**config.mk**
```make
export PLATFORM = sky130hd
export DESIGN_NAME = slv_guard_cfg_seq
export DESIGN_NICKNAME = d
export VERILOG_FILES = /design/src/rtl/slv_guard_cfg_pkg.sv /design/src/rtl/slv_guard_cfg_seq.sv
export SDC_FILE = /design/constraint.sdc
export NUM_CORES = 1
export LEC_CHECK = 0
export ABC_AREA = 1
export ABC_CLOCK_PERIOD_IN_PS = 4700
export CORE_ASPECT_RATIO = 0.6
export CORE_MARGIN = 2
export CORE_UTILIZATION = 44
export CTS_CLUSTER_SIZE = 24
export DETAILED_ROUTE_END_ITERATION = 7
export GPL_TIMING_DRIVEN = 1
export PLACE_DENSITY = 0.92
export RECOVER_POWER = 100
export SYNTH_ARGS = -nofsm -noshare
export SYNTH_HDL_FRONTEND = slang
export SYNTH_SLANG_ARGS = --single-unit
```
**constraint.sdc**
```tcl
create_clock -name clk_i -period 4.7 [get_ports clk_i]
set_clock_uncertainty 0.05 [all_clocks]
set_input_delay 1.41 -clock clk_i [delete_from_list [all_inputs] [get_ports clk_i]]
set_output_delay 1.41 -clock clk_i [all_outputs]
set_load 0.005 [all_outputs]
```
**src/rtl/slv_guard_cfg_pkg.sv**
```systemverilog
// rtl/slv_guard_cfg_pkg.sv - shared types and default register table for the guard config sequencer
package slv_guard_cfg_pkg;

  typedef enum logic [2:0] {
    IDLE,
    WR,
    RD,
    GAP,
    DONE,
    ERR
  } cfg_state_e;

  typedef struct packed {
    logic [31:0] addr;
    logic        write;
    logic [31:0] wdata;
    logic [3:0]  wstrb;
    logic        valid;
  } reg_req_t;

  typedef struct packed {
    logic [31:0] rdata;
    logic        error;
    logic        ready;
  } reg_rsp_t;

  localparam int unsigned NumGuardRegs = 11;

  localparam logic [31:0] GuardEnaOffs  = 32'h00;
  localparam logic [31:0] AwVldBudgOffs = 32'h04;
  localparam logic [31:0] AwRdyBudgOffs = 32'h08;
  localparam logic [31:0] WLastBudgOffs = 32'h0c;
  localparam logic [31:0] BVldBudgOffs  = 32'h10;
  localparam logic [31:0] BRdyBudgOffs  = 32'h14;
  localparam logic [31:0] ArVldBudgOffs = 32'h18;
  localparam logic [31:0] ArRdyBudgOffs = 32'h1c;
  localparam logic [31:0] RVldBudgOffs  = 32'h20;
  localparam logic [31:0] RRdyBudgOffs  = 32'h24;
  localparam logic [31:0] RLastBudgOffs = 32'h28;

  // Leftmost element is entry NumGuardRegs-1.
  localparam logic [NumGuardRegs-1:0][31:0] DefaultAddr = {
    RLastBudgOffs, RRdyBudgOffs, RVldBudgOffs, ArRdyBudgOffs, ArVldBudgOffs,
    BRdyBudgOffs, BVldBudgOffs, WLastBudgOffs, AwRdyBudgOffs, AwVldBudgOffs,
    GuardEnaOffs
  };

  localparam logic [NumGuardRegs-1:0][31:0] DefaultData = {
    {5{32'h0000_0001}}, 32'h0000_0100, {4{32'h0000_0300}}, 32'h0000_0100
  };

endpackage

```
**src/rtl/slv_guard_cfg_seq.sv**
```systemverilog
// rtl/slv_guard_cfg_seq.sv - boot-time register table writer with readback verify and retry
module slv_guard_cfg_seq
  import slv_guard_cfg_pkg::*;
#(
  parameter int unsigned AddrWidth  = 32,
  parameter int unsigned DataWidth  = 32,
  parameter int unsigned StrbWidth  = DataWidth / 8,
  parameter int unsigned NumEntries = 11,
  parameter logic [NumEntries-1:0][AddrWidth-1:0] CfgAddr = DefaultAddr,
  parameter logic [NumEntries-1:0][DataWidth-1:0] CfgData = DefaultData,
  parameter logic [NumEntries-1:0][StrbWidth-1:0] CfgStrb = '1,
  parameter bit          Verify     = 1'b1,
  parameter int unsigned MaxRetries = 2,
  parameter bit          AutoStart  = 1'b1,
  parameter type reg_req_t = slv_guard_cfg_pkg::reg_req_t,
  parameter type reg_rsp_t = slv_guard_cfg_pkg::reg_rsp_t,
  localparam int unsigned IdxWidth = (NumEntries > 1) ? $clog2(NumEntries) : 1
) (
  input  logic                clk_i,
  input  logic                rst_ni,
  input  logic                start_i,
  output reg_req_t            reg_req_o,
  input  reg_rsp_t            reg_rsp_i,
  output logic                busy_o,
  output logic                done_o,
  output logic                err_o,
  output logic [IdxWidth-1:0] err_idx_o
);

  localparam int unsigned RetryWidth = (MaxRetries > 0) ? $clog2(MaxRetries + 1) : 1;

  cfg_state_e            state_q;
  logic [IdxWidth-1:0]   idx_q;
  logic [RetryWidth-1:0] retry_q;
  logic                  retry_gap_q;
  logic                  boot_q;
  logic                  auto_q;

  logic [DataWidth-1:0]  mask;
  logic                  hs, ok, fail, last_entry, can_retry;

  function automatic reg_req_t wr_req(input logic [IdxWidth-1:0] i);
    reg_req_t r;
    r       = '0;
    r.valid = 1'b1;
    r.write = 1'b1;
    r.addr  = CfgAddr[i];
    r.wdata = CfgData[i];
    r.wstrb = CfgStrb[i];
    return r;
  endfunction

  always_comb begin
    mask = '0;
    for (int b = 0; b < StrbWidth; b++) begin
      mask[8*b +: 8] = {8{CfgStrb[idx_q][b]}};
    end
  end

  assign hs         = reg_req_o.valid & reg_rsp_i.ready;
  assign last_entry = (idx_q == IdxWidth'(NumEntries - 1));
  assign can_retry  = (32'(retry_q) < MaxRetries);

  // Outcome of the current attempt, only meaningful on a handshake.
  always_comb begin
    ok   = 1'b0;
    fail = 1'b0;
    if (hs) begin
      if (state_q == WR) begin
        ok   = !reg_rsp_i.error;
        fail = reg_rsp_i.error;
      end else if (state_q == RD) begin
        ok   = !reg_rsp_i.error && (((reg_rsp_i.rdata ^ CfgData[idx_q]) & mask) == '0);
        fail = !ok;
      end
    end
  end

  always_ff @(posedge clk_i or negedge rst_ni) begin
    if (!rst_ni) begin
      state_q     <= IDLE;
      idx_q       <= '0;
      retry_q     <= '0;
      retry_gap_q <= 1'b0;
      boot_q      <= 1'b0;
      auto_q      <= AutoStart;
      reg_req_o   <= '0;
      busy_o      <= 1'b0;
      done_o      <= 1'b0;
      err_o       <= 1'b0;
      err_idx_o   <= '0;
    end else begin
      boot_q <= 1'b1;
      case (state_q)
        IDLE: begin
          // boot_q delays the automatic start to the first cycle after release.
          if (start_i || (auto_q && boot_q)) begin
            auto_q    <= 1'b0;
            idx_q     <= '0;
            retry_q   <= '0;
            done_o    <= 1'b0;
            err_o     <= 1'b0;
            err_idx_o <= '0;
            busy_o    <= 1'b1;
            reg_req_o <= wr_req('0);
            state_q   <= WR;
          end
        end
        WR, RD: begin
          if (ok && state_q == WR && Verify) begin
            reg_req_o.write <= 1'b0;
            reg_req_o.wdata <= '0;
            reg_req_o.wstrb <= '0;
            state_q         <= RD;
          end else if (ok) begin
            reg_req_o   <= '0;
            retry_gap_q <= 1'b0;
            state_q     <= GAP;
          end else if (fail && can_retry) begin
            reg_req_o   <= '0;
            retry_q     <= retry_q + 1'b1;
            retry_gap_q <= 1'b1;
            state_q     <= GAP;
          end else if (fail) begin
            reg_req_o <= '0;
            busy_o    <= 1'b0;
            err_o     <= 1'b1;
            err_idx_o <= idx_q;
            state_q   <= IDLE;
          end
        end
        GAP: begin
          if (retry_gap_q) begin
            reg_req_o <= wr_req(idx_q);
            state_q   <= WR;
          end else if (last_entry) begin
            busy_o  <= 1'b0;
            done_o  <= 1'b1;
            state_q <= IDLE;
          end else begin
            idx_q     <= idx_q + 1'b1;
            retry_q   <= '0;
            reg_req_o <= wr_req(idx_q + 1'b1);
            state_q   <= WR;
          end
        end
        default: begin
          reg_req_o <= '0;
          busy_o    <= 1'b0;
          state_q   <= IDLE;
        end
      endcase
    end
  end

endmodule

```
* After elaboration in Yosys (flattened, before gate mapping)
Memories as Yosys holds them, arrays and structs flattened.
Index checks and enable logic that the tools add are counted.
** Operators by class
- Add/subtract/negate cells :: 2
- $lt $le $gt $ge :: 3
- Equality and inequality tests :: 16
- Mux-type cells :: 65
- Bitwise logic cells :: 4
- Reduce and logical (&&, ||, !) cells :: 24
** Operators with widths (count)
- $mux 70 :: 6
- $pmux 70 s3 :: 1
- $mux 32 :: 5
- $mux 37 :: 1
- $mux 4 :: 9
- $and 32x32->32 :: 1
- $logic_not 32->1 :: 1
- $xor 32x32->32 :: 1
- $mux 1 :: 25
- $ne 2x2->1 const B :: 9
- $pmux 4 s2 :: 2
- $mux 3 :: 5
- $reduce_and 7->1 :: 2
- $mux 2 :: 6
- $reduce_and 4->1 :: 3
- $lt 4x5->1 const B :: 2
- $pmux 3 s3 :: 1
- $eq 3x2->1 const B :: 2
- $pmux 2 s3 :: 1
- $reduce_and 3->1 :: 2
- $reduce_and 6->1 :: 1
- $reduce_bool 2->1 :: 3
- $ne 5x5->1 const B :: 1
- $add 4x1->4 const B :: 1
- other kinds (17) :: 23
** Storage, ports and cells
- Bits in registers :: 89
- Bits in read-only memories :: 2176
- Input bits :: 37
- Word-level logic and storage cells :: 135
- Memories :: 6
** Memory list
- (name not given) :: words 16, width 32, rd ports 1, clocked after Yosys merged registers in 0, wr ports 0, RTL line slv_guard_cfg_seq.sv:48 : r.wdata = CfgData[i];
- (name not given) :: words 16, width 32, rd ports 1, clocked after Yosys merged registers in 0, wr ports 0, RTL line slv_guard_cfg_seq.sv:47 : r.addr = CfgAddr[i];
- (name not given) :: words 16, width 32, rd ports 1, clocked after Yosys merged registers in 0, wr ports 0, RTL line slv_guard_cfg_seq.sv:48
- (name not given) :: words 16, width 32, rd ports 1, clocked after Yosys merged registers in 0, wr ports 0, RTL line slv_guard_cfg_seq.sv:47
- (name not given) :: words 16, width 4, rd ports 1, clocked after Yosys merged registers in 0, wr ports 0, RTL line slv_guard_cfg_seq.sv:49 : r.wstrb = CfgStrb[i];
- (name not given) :: words 16, width 4, rd ports 1, clocked after Yosys merged registers in 0, wr ports 0, RTL line slv_guard_cfg_seq.sv:49

* Depth between registers and ports, before layout
Gate-level depths: netlist of run 1.
- Depth in word-level cells :: 15
- Gate-level depth with buffers :: 17
- Depth with buffers taken out :: 17

* Worst setup path before layout of run 1
No wires, ideal clock.
- Path type :: input -> register
- Start :: in start_i
- End :: reg reg_req_o[5] (netlist bit)
- Library setup time :: 126 ps
- Arrival time :: 2385 ps
- Data required time :: 4524 ps
- Setup slack :: 2139 ps
- Stages :: 10
- Buffers on the path :: 0
- Cells stage by stage :: a21oi_1 inv_2 nor2_1 inv_1 o21ai_1 inv_2 o21ai_4 nor2_2 nand2_2 o31ai_1
** Between the ends
- Cells in the longest elaborated chain, start to end :: 3
** RTL lines
- start: declaration :: RTL line slv_guard_cfg_seq.sv:21 : input logic start_i,
- $logic_or 1x1->1 :: RTL line slv_guard_cfg_seq.sv:97 : if (start_i || (auto_q && boot_q)) begin
- $ne 2x2->1 (no source line)
- $reduce_and 3->1 (no source line)
- end signal: assignment :: RTL line slv_guard_cfg_seq.sv:105 : reg_req_o <= wr_req('0);
- end signal: assignment :: RTL line slv_guard_cfg_seq.sv:134 : reg_req_o <= wr_req(idx_q);
- end signal: assignment :: RTL line slv_guard_cfg_seq.sv:143 : reg_req_o <= wr_req(idx_q + 1'b1);
- end: declaration :: RTL line slv_guard_cfg_seq.sv:22 : output reg_req_t reg_req_o,
No other way between the ends.
A chain may end at the register's enable or synchronous reset.

* Worst setup path in the final report of run 1
- Start :: in start_i
- End :: reg reg_req_o[13] (netlist bit)
The elaborated chain is that of the path after synthesis.

==> qor.csv, run 1 <==
metric;value;unit
top cell type's share of synthesized area;28.2;%
final antenna diode count;0;
Setup Slack @ Placement;1.54;ns
number of setup buffers added after CTS;0;
1st-iter DRT viols;94;
Root Buffer;clkbuf_8;
placed cells;438;
clock latency on the worst-skew pair;0.29;ns
Final HPWL DP;4200;um
placer congestion estimate;0.855;
Final setup viols;0;
largest net degree at the start of global routing;28;
Die Area;5860;um^2
Peak VDD IR;95.1;uV
share of layout cells above drive strength 1;6.65;%
Sw Pwr;0.113;mW
Hold Path Class;reg -> reg;
first-pass GRT wire length;8060;um
ANT nets after route;0;
CP arrival;3.52;ns
cell taking the most area after synthesis;dfrtp_1;
std cell rows;20;
post-CTS sizing;0;
clock share of power;32.0;%
1st-pass router iterations;4;
Chip Height;60.1;um
Final Slew Violations;0;
clock sinks;27;
switching power share of the total;25.5;%
run status;finished, final reports clean;
Gate power share;14.7;%
nature of the critical path endpoint;register;
Final Critical Period;3.41;ns
TritonCTS clock tree;built;
Inserted Clock Buffers;3;
GRT Util Overall;17.0;%
Die X;97.5;um
GRT overflow;0;
Pwr per Cell Area;164;nW/um^2
LEAKAGE;1.43;nW
sequential fraction of the synthesis area;29.3;%
Fin Hold WS;0.415;ns
RSZ-0062 raised after global routing;false;
Yosys cell types;36;
Gate Count Post-Synth;323;
Detailed Route WL;4980;um
clock slew seen by the registers of the worst setup and hold paths;0.09;ns
Setup Total Neg Slack;0;ns
Reg power frac;53.3;%
antenna violations before repair;0;
CORE AREA;5050;um^2
# Max-Cap Violations;0;
htree depth;1;
Ys Warns;0;
Area Growth Syn to Fin;17.0;%
mean routed wirelength per cell;11.3;um
DR vias;2009;
mapped cell area;2310;um^2
Max Root-Sink Buffers;2;
FF+latch count, synth;27;
Post-CTS Hold Fix Bufs;0;
io pins;114;
CP max FO;10;
number of global-route vias before repair;1791;
top cells by count, synth;nand2_1 (65), buf_4 (62), nor2_1 (52);
Final Hold Fails;0;
Mean Syn Cell Area;7.15;um^2
Final Non-Filler Cells;442;
drc violations;0;
Nets;424;
Critical Path RT;4.81;ns
worst setup margin;1.29;ns
dominant synthesized flop cell;dfrtp_1;
via/cell ratio;4.55;
Int Pwr;0.329;mW
Initial Util;45.7;%
Tcrit/Tclk final;72.6;%
WS Path Type;in -> reg;
number of synthesized flops with an enable pin;0;
dominant cells by area after synthesis;dfrtp_1 (28%), buf_4 (20%), nand2_1 (11%);
total power;0.442;mW
Worst slew margin;0.416;%
fillers;479;
Startpoint Class;input pin;
most numerous cell in the Yosys netlist;nand2_1;
I/O Buffers;56;
f_max;0.293;GHz
Slew @ Worst Pin;1.49;ns
fraction of registers with async set/reset;100;%
routing by layer:
layer / track usage, % / vias to the layer above / share of wire (%)
li1: - / 1017 / -
met1: 22.6 / 931 / 47
met2: 29.3 / 59 / 47
met3: 4.68 / 2 / 5.8
met4: 1.79 / 0 / 0.20
met5: 0 / - / 0
registers in the layout (all words and copies together), names as in the netlist:
signal       cells
retry_q          2
done_o           1
idx_q            4
state_q          2
busy_o           1
boot_q           1
reg_req_o        9
err_idx_o        4
retry_gap_q      1
auto_q           1
err_o            1
layout by cell type, fill, tap and decap left out, types with 2 or more instances in the layout:
master,netlist,final
o21ai_0,6,16
nor3_1,2,2
nand2_1,65,67
o21ai_1,19,10
a21oi_1,3,3
clkdlybuf4s50_1,0,33
inv_2,8,8
nand2_2,6,4
nand4_1,4,4
a211oi_1,2,2
o22ai_1,5,5
nor2_1,52,52
dfrtp_1,26,26
ha_1,10,10
conb_1,2,58
clkbuf_8,0,3
nand3_1,9,12
inv_1,20,20
dlygate4sd3_1,0,23
cell type report:
type / instances / area, um^2 / area share, %
Clock buffer: 3 / 41.3 / 1.53
Clock inverter: 1 / 7.51 / 0.278
Inverter: 29 / 110 / 4.08
Multi-Input combinational cell: 259 / 1220 / 45.1
Sequential cell: 27 / 677 / 25.1
Tap cell: 66 / 82.6 / 3.06
Timing Repair Buffer: 57 / 564 / 20.9
through the flow:
step / util, % / instance area [um^2]
2_1_floorplan: - / 2520
3_3_place_gp: 53.3 / 2690
3_5_place_dp: 53.3 / 2690
4_1_cts: 54.3 / 2740
5_1_grt: 53.4 / 2700
6_report: 53.4 / 2700
critical path, cell delays in order:
cell and delay, ns:
dlygate4sd3_1 0.53, a21oi_1 0.19, inv_2 0.04, nor2_1 0.15, inv_1 0.10, o21ai_0 0.18, inv_2 0.06, o21ai_0 0.42
nor2_2 0.06, nand2_1 0.25, o21ai_0 0.13
path summary, 6_finish.rpt:
check	from	to	slack, ns	cells after the start
max in group asynchronous	rst_ni	retry_q[1]	1.77	2
max	start_i	reg_req_o[13]	1.29	11
min in group asynchronous	rst_ni	err_idx_o[3]	1.95	2
max reg2reg	state_q[0]	reg_req_o[13]	1.94	9
min reg2reg	auto_q	auto_q	0.41	1
min	auto_q	auto_q	0.41	1
kinds of logic (layout without fill, tap and decap cells):
| kind of cell | after synthesis | in the layout | share of synthesized area (%) |
|---|---|---|---|
| AOI/OAI and AO/OA | 42 | 42 | 10.9 |
| xor gates and xnor gates | 1 | 1 | 0.379 |
| adders and majority gates | 10 | 10 | 5.42 |
| buffers and inverters | 93 | 90 | 25.4 |
| DFF | 27 | 27 | 29.3 |
| other | 2 | 58 | 0.325 |
| and+or+nand+nor | 148 | 148 | 28.2 |
power by group through the flow:
stage               clock (mW)  combinational, mW  sequential [mW]
finish                   0.141             0.0649            0.236
global placement             0             0.0650            0.240
global route             0.152             0.0740            0.236
floorplan                    0             0.0556            0.241
CTS                      0.146             0.0664            0.236
detailed placement           0             0.0662            0.241
Power figures use the tool's default switching activity.
==> inputs of run 2 (changes only) <==
--- a/config.mk
+++ b/config.mk
@@ -6,14 +6,14 @@
 export NUM_CORES = 1
 export LEC_CHECK = 0
 export ABC_AREA = 1
-export ABC_CLOCK_PERIOD_IN_PS = 4700
+export ABC_CLOCK_PERIOD_IN_PS = 3100
 export CORE_ASPECT_RATIO = 0.6
 export CORE_MARGIN = 2
-export CORE_UTILIZATION = 44
+export CORE_UTILIZATION = 37
 export CTS_CLUSTER_SIZE = 24
 export DETAILED_ROUTE_END_ITERATION = 7
 export GPL_TIMING_DRIVEN = 1
-export PLACE_DENSITY = 0.92
+export PLACE_DENSITY = 0.83
 export RECOVER_POWER = 100
 export SYNTH_ARGS = -nofsm -noshare
 export SYNTH_HDL_FRONTEND = slang
==> constraint.sdc (replaced) <==
create_clock -name clk_i -period 3.1 [get_ports clk_i]
set_clock_uncertainty 0.05 [all_clocks]
set_input_delay 0.93 -clock clk_i [delete_from_list [all_inputs] [get_ports clk_i]]
set_output_delay 0.93 -clock clk_i [all_outputs]
set_load 0.005 [all_outputs]
==> qor.csv, run 2 (synthesis gave the netlist of run 1 again) <==
metric;value;unit
I/O Buffers;56;
Hold Path Class;reg -> reg;
largest net degree at the start of global routing;28;
LEAKAGE;1.43;nW
Post-CTS Hold Fix Bufs;0;
CP arrival;2.74;ns
clock share of power;31.4;%
Final HPWL DP;4320;um
largest registers;reg_req_o (9), err_idx_o (4), idx_q (4);
Die X;106;um
1st-iter DRT viols;88;
Worst slew margin;1.87;%
worst flop-to-flop path startpoint;state_q[0];
Root Buffer;clkbuf_8;
Chip Height;65.2;um
CP max stage cell;dlygate4sd3_1;
slowest stage delay, CP;0.54;ns
Area Growth Syn to Fin;18.9;%
Final Hold Fails;0;
Hold Startpoint;auto_q;
switching power share of the total;24.9;%
nature of the critical path endpoint;register;
Hold Path Depth;1;
share of layout cells above drive strength 1;7.18;%
Critical Path Source;start_i;
RR Endpoint;reg_req_o[40];
clock sinks;27;
drc violations;0;
Sw Pwr;0.166;mW
Nets;424;
Die Area;6910;um^2
std cell rows;22;
Inserted Clock Buffers;3;
Final Non-Filler Cells;460;
Pwr per Cell Area;242;nW/um^2
Slew @ Worst Pin;1.47;ns
antenna violations before repair;0;
R2R depth;9;
Tcrit/Tclk final;84.9;%
run status;finished, final reports clean;
first-pass GRT wire length;8470;um
1st-pass router iterations;5;
Final Slew Violations;0;
placer congestion estimate;1.00;
fillers;626;
htree depth;1;
Final setup viols;0;
Peak VDD IR;178;uV
Initial Util;37.9;%
Detailed Route WL;5150;um
DR vias;2003;
number of setup buffers added after CTS;0;
Largest Register;reg_req_o;
TritonCTS clock tree;built;
Final Critical Period;2.63;ns
commonest non-fill, non-tap cell in the layout;nand2_1;
Max Root-Sink Buffers;2;
Int Pwr;0.499;mW
WS Path Type;in -> reg;
CORE AREA;6080;um^2
GRT Util Overall;15.1;%
number of global-route vias before repair;1831;
Reg2Reg Setup Slack;0.70;ns
Critical Path RT;3.21;ns
post-CTS sizing;0;
Startpoint Class;input pin;
Reg power frac;53.8;%
most frequent cells in the layout;nand2_1 (65), conb_1 (58), nor2_1 (52), clkdlybuf4s50_1 (34), dfrtp_1 (26);
placed cells;456;
CP max FO;10;
flip-flop count of the largest register after layout;9;
Gate power share;14.8;%
WHS Endpoint;auto_q;
mean routed wirelength per cell;11.2;um
clock slew seen by the registers of the worst setup and hold paths;0.10;ns
Setup Total Neg Slack;0;ns
via/cell ratio;4.35;
ANT nets after route;0;
most used cell along the critical path;o21ai_0;
io pins;114;
# Max-Cap Violations;0;
RSZ-0062 raised after global routing;false;
crit-path cells;dlygate4sd3_1, a21oi_1, clkinv_1, nor2_1, inv_1, o21ai_0, inv_2, o21ai_4, nor2_2, nand2_2, o21ai_0;
f_max;0.380;GHz
GRT overflow;0;
final antenna diode count;0;
clock latency on the worst-skew pair;0.27;ns
run 2: cell count changes in the layout (fill, tap and decap cells not counted), moves of 2 or more:
cell	delta
nand2_2	+2
o21ai_1	+2
nand2_1	-2
inv_2	-2
o21ai_0	-3
run 2: per-layer routing:
metal,vias up,routed length [um],part of all wire (%),GRT usage (%)
met4,0,12,0.23,0.822
met2,61,2470,48,26.4
met1,919,2380,46,20.4
li1,1021,-,-,-
met3,2,295,5.7,3.37
met5,-,0,0,0
run 2: worst max-delay path, delay by kind of cell:
family	cells	cell delay (ns)
compound gates	4	0.58
buf+inv	4	0.83
simple gates	3	0.39
run 2: power groups by stage:
stage	Sequential [mW]	Clock, mW	Combinational (mW)
4_1_cts	0.358	0.213	0.101
3_5_place_dp	0.365	0	0.101
5_1_grt	0.358	0.231	0.112
2_1_floorplan	0.365	0	0.0843
3_3_place_gp	0.365	0	0.0989
6_report	0.358	0.209	0.0984
run 2: cell type report:
class / count / area [um^2] / area share, %
tap: 84 / 105 / 3.83
inverter: 29 / 110 / 4.01
sequential: 27 / 677 / 24.7
clock inverter: 1 / 7.51 / 0.274
clock buffer: 3 / 41.3 / 1.50
multi-input combinational: 259 / 1240 / 45.1
timing repair buffer: 57 / 564 / 20.6
run 2: how the worst max path moves through the flow:
stage / slack, ns / cells after the start / to
floorplan: 1.02 / 10 / reg_req_o[5]
global route: 0.25 / 13 / err_idx_o[3]
detailed placement: 0.40 / 11 / reg_req_o[5]
global placement: 0.44 / 11 / reg_req_o[5]
CTS: 0.66 / 12 / retry_q[0]
finish: 0.47 / 11 / reg_req_o[40]
run 2: metrics by stage:
step / worst slack, ns / total power, mW / hold WS (ns) / cell area [um^2] / util, %
floorplan: 1.02 / 0.449 / 0.391 / 2520 / -
global placement: 0.438 / 0.463 / 0.399 / 2720 / 44.7
detailed placement: 0.399 / 0.465 / 0.408 / 2720 / 44.7
CTS: 0.661 / 0.672 / 0.422 / 2770 / 45.5
global route: 0.252 / 0.702 / 0.436 / 2740 / 45.1
finish: 0.469 / 0.665 / 0.416 / 2740 / 45.1
==> inputs of run 3 (changes only) <==
--- a/config.mk
+++ b/config.mk
@@ -6,7 +6,7 @@
 export NUM_CORES = 1
 export LEC_CHECK = 0
 export ABC_AREA = 1
-export ABC_CLOCK_PERIOD_IN_PS = 3100
+export ABC_CLOCK_PERIOD_IN_PS = 2300
 export CORE_ASPECT_RATIO = 0.6
 export CORE_MARGIN = 2
 export CORE_UTILIZATION = 37
==> constraint.sdc (replaced) <==
create_clock -name clk_i -period 2.3 [get_ports clk_i]
set_clock_uncertainty 0.05 [all_clocks]
set_input_delay 0.69 -clock clk_i [delete_from_list [all_inputs] [get_ports clk_i]]
set_output_delay 0.69 -clock clk_i [all_outputs]
set_load 0.005 [all_outputs]
==> qor.csv, run 3 (synthesis gave the netlist of run 1 again) <==
metric;value;unit
Final Slew Violations;0;
Reg2Reg Setup Slack;0.23;ns
Area Growth Syn to Fin;23.1;%
clock sinks;27;
most used cell along the critical path;nand2_1;
register area;677;um^2
R2R depth;17;
WS Path Type;in -> reg;
post-CTS sizing;0;
LEAKAGE;1.49;nW
fillers;626;
I/O Buffers;56;
Chip Height;65.2;um
CORE AREA;6080;um^2
std cell rows;22;
Final HPWL DP;4470;um
share of layout cells above drive strength 1;10.8;%
Hold Startpoint;auto_q;
number of setup buffers added after CTS;0;
Startpoint Class;input pin;
crit-path cells;clkdlybuf4s50_1, nor2_1, nand2_1, nor2_1, nand2_1, nor2_1, nand2_1, nand2_1, nand2_2, nand3_2, nand2_1, nand2_1, nand2_1, nand2_1, nand2_1;
mean routed wirelength per cell;11.1;um
Detailed Route WL;5220;um
clock slew seen by the registers of the worst setup and hold paths;0.09;ns
GRT overflow;0;
slowest stage delay, CP;0.42;ns
antenna violations before repair;0;
DR vias;1999;
first-pass GRT wire length;8480;um
Post-CTS Hold Fix Bufs;0;
clock latency on the worst-skew pair;0.27;ns
WP buf/inv;1;
Nets;436;
Hold Path Depth;1;
run status;finished, final reports clean;
Tcrit/Tclk final;91.5;%
Fin Hold WS;0.417;ns
nature of the critical path endpoint;register;
io pins;114;
CP arrival;2.23;ns
f_max;0.475;GHz
worst setup margin;0.195;ns
Max Root-Sink Buffers;2;
commonest non-fill, non-tap cell in the layout;nand2_1;
GRT Util Overall;15.1;%
multi-input logic area;1250;um^2
Inserted Clock Buffers;3;
Final Critical Period;2.11;ns
1st-pass router iterations;4;
TritonCTS clock tree;built;
RSZ-0062 raised after global routing;false;
1st-iter DRT viols;93;
Root Buffer;clkbuf_8;
Die Area;6910;um^2
Hold Path Class;reg -> reg;
number of global-route vias before repair;1826;
Pwr per Cell Area;311;nW/um^2
largest registers;reg_req_o (9), err_idx_o (4), idx_q (4);
via/cell ratio;4.24;
largest net degree at the start of global routing;28;
ANT nets after route;0;
placer congestion estimate;0.968;
CP max stage cell;clkdlybuf4s50_1;
drc violations;0;
total power;0.884;mW
Worst slew margin;54.8;%
CP max FO;4;
RR Endpoint;state_q[0];
Peak VDD IR;268;uV
htree depth;1;
worst flop-to-flop path startpoint;idx_q[0];
# Max-Cap Violations;0;
Die X;106;um
Slew @ Worst Pin;0.678;ns
Final setup viols;0;
Initial Util;37.9;%
final core area utilization;46.7;%
Critical Path RT;2.42;ns
final antenna diode count;0;
Setup Slack @ Placement;-0.103;ns
WHS Endpoint;auto_q;
Top delay family on crit path;simple AND/OR/NAND/NOR gates;
flip-flop count of the largest register after layout;9;
most frequent cells in the layout;nand2_1 (65), conb_1 (58), nor2_1 (52), clkdlybuf4s50_1 (35), dfrtp_1 (26);
Final Hold Fails;0;
Largest Register;reg_req_o;
[run 3: cell count changes in the layout (fill, tap and decap cells not counted), moves of 2 or more]
cell / before / now
buf_4: 0 / 11
nand3_1: 11 / 9
o21ai_0: 13 / 10
o21ai_1: 12 / 15
[run 3: where the power goes]
group / switching, mW / leakage [nW] / internal [mW] / total (mW)
sequential: 0.00301 / 0.334 / 0.480 / 0.483
clock: 0.146 / 0.0255 / 0.121 / 0.267
combinational: 0.0632 / 1.13 / 0.0710 / 0.134
total: 0.212 / 1.49 / 0.672 / 0.884
[run 3: worst max-delay path by stage]
stage,to,cells after the start,start,slack (ns)
floorplan,reg_req_o[5],10,state_q[0],0.44
global placement,state_q[0],14,reg_rsp_i[4],-0.07
detailed placement,state_q[0],15,reg_rsp_i[19],-0.10
CTS,state_q[0],15,reg_rsp_i[19],0.19
global route,state_q[0],17,idx_q[0],0.02
finish,state_q[0],15,reg_rsp_i[22],0.19
[run 3: routing by layer]
metal,vias to the layer above,GRT usage [%],part of all wire [%]
met4,0,0.493,0
met1,913,21.4,48
met5,-,0,0
met3,0,2.88,5.8
met2,50,25.6,46
li1,1036,-,-
[run 3: cell type report]
cell class / count / area share, %
clock buffer: 3 / 1.45
clock inverter: 1 / 0.176
inverter: 29 / 3.87
multi-input combinational: 259 / 44.0
sequential: 27 / 23.8
tap: 84 / 3.70
timing repair buffer: 69 / 22.9
[run 3: per-stage QoR]
| step | setup TNS [ns] | instances | area (um^2) |
|---|---|---|---|
| 2_1_floorplan | 0 | 379 | 2520 |
| 3_3_place_gp | -0.741 | 468 | 2810 |
| 3_5_place_dp | -1.01 | 468 | 2810 |
| 4_1_cts | 0 | 472 | 2850 |
| 5_1_grt | 0 | 472 | 2840 |
| 6_report | 0 | 472 | 2840 |
[run 3: worst register-to-register path, stage by stage, from the launching register on]
cell and delay [ns]:
dfrtp_1 0.46, inv_1 0.17, ha_1 0.20, inv_1 0.05, nand2_1 0.08, nand3_2 0.08
nand2_1 0.09, nand2_1 0.05, nor2_1 0.11, nand2_1 0.07, nand2_1 0.07, nand2_2 0.06
nand3_2 0.12, nand2_1 0.09, nand2_1 0.08, nand2_1 0.05, nand2_1 0.06, nand2_1 0.04
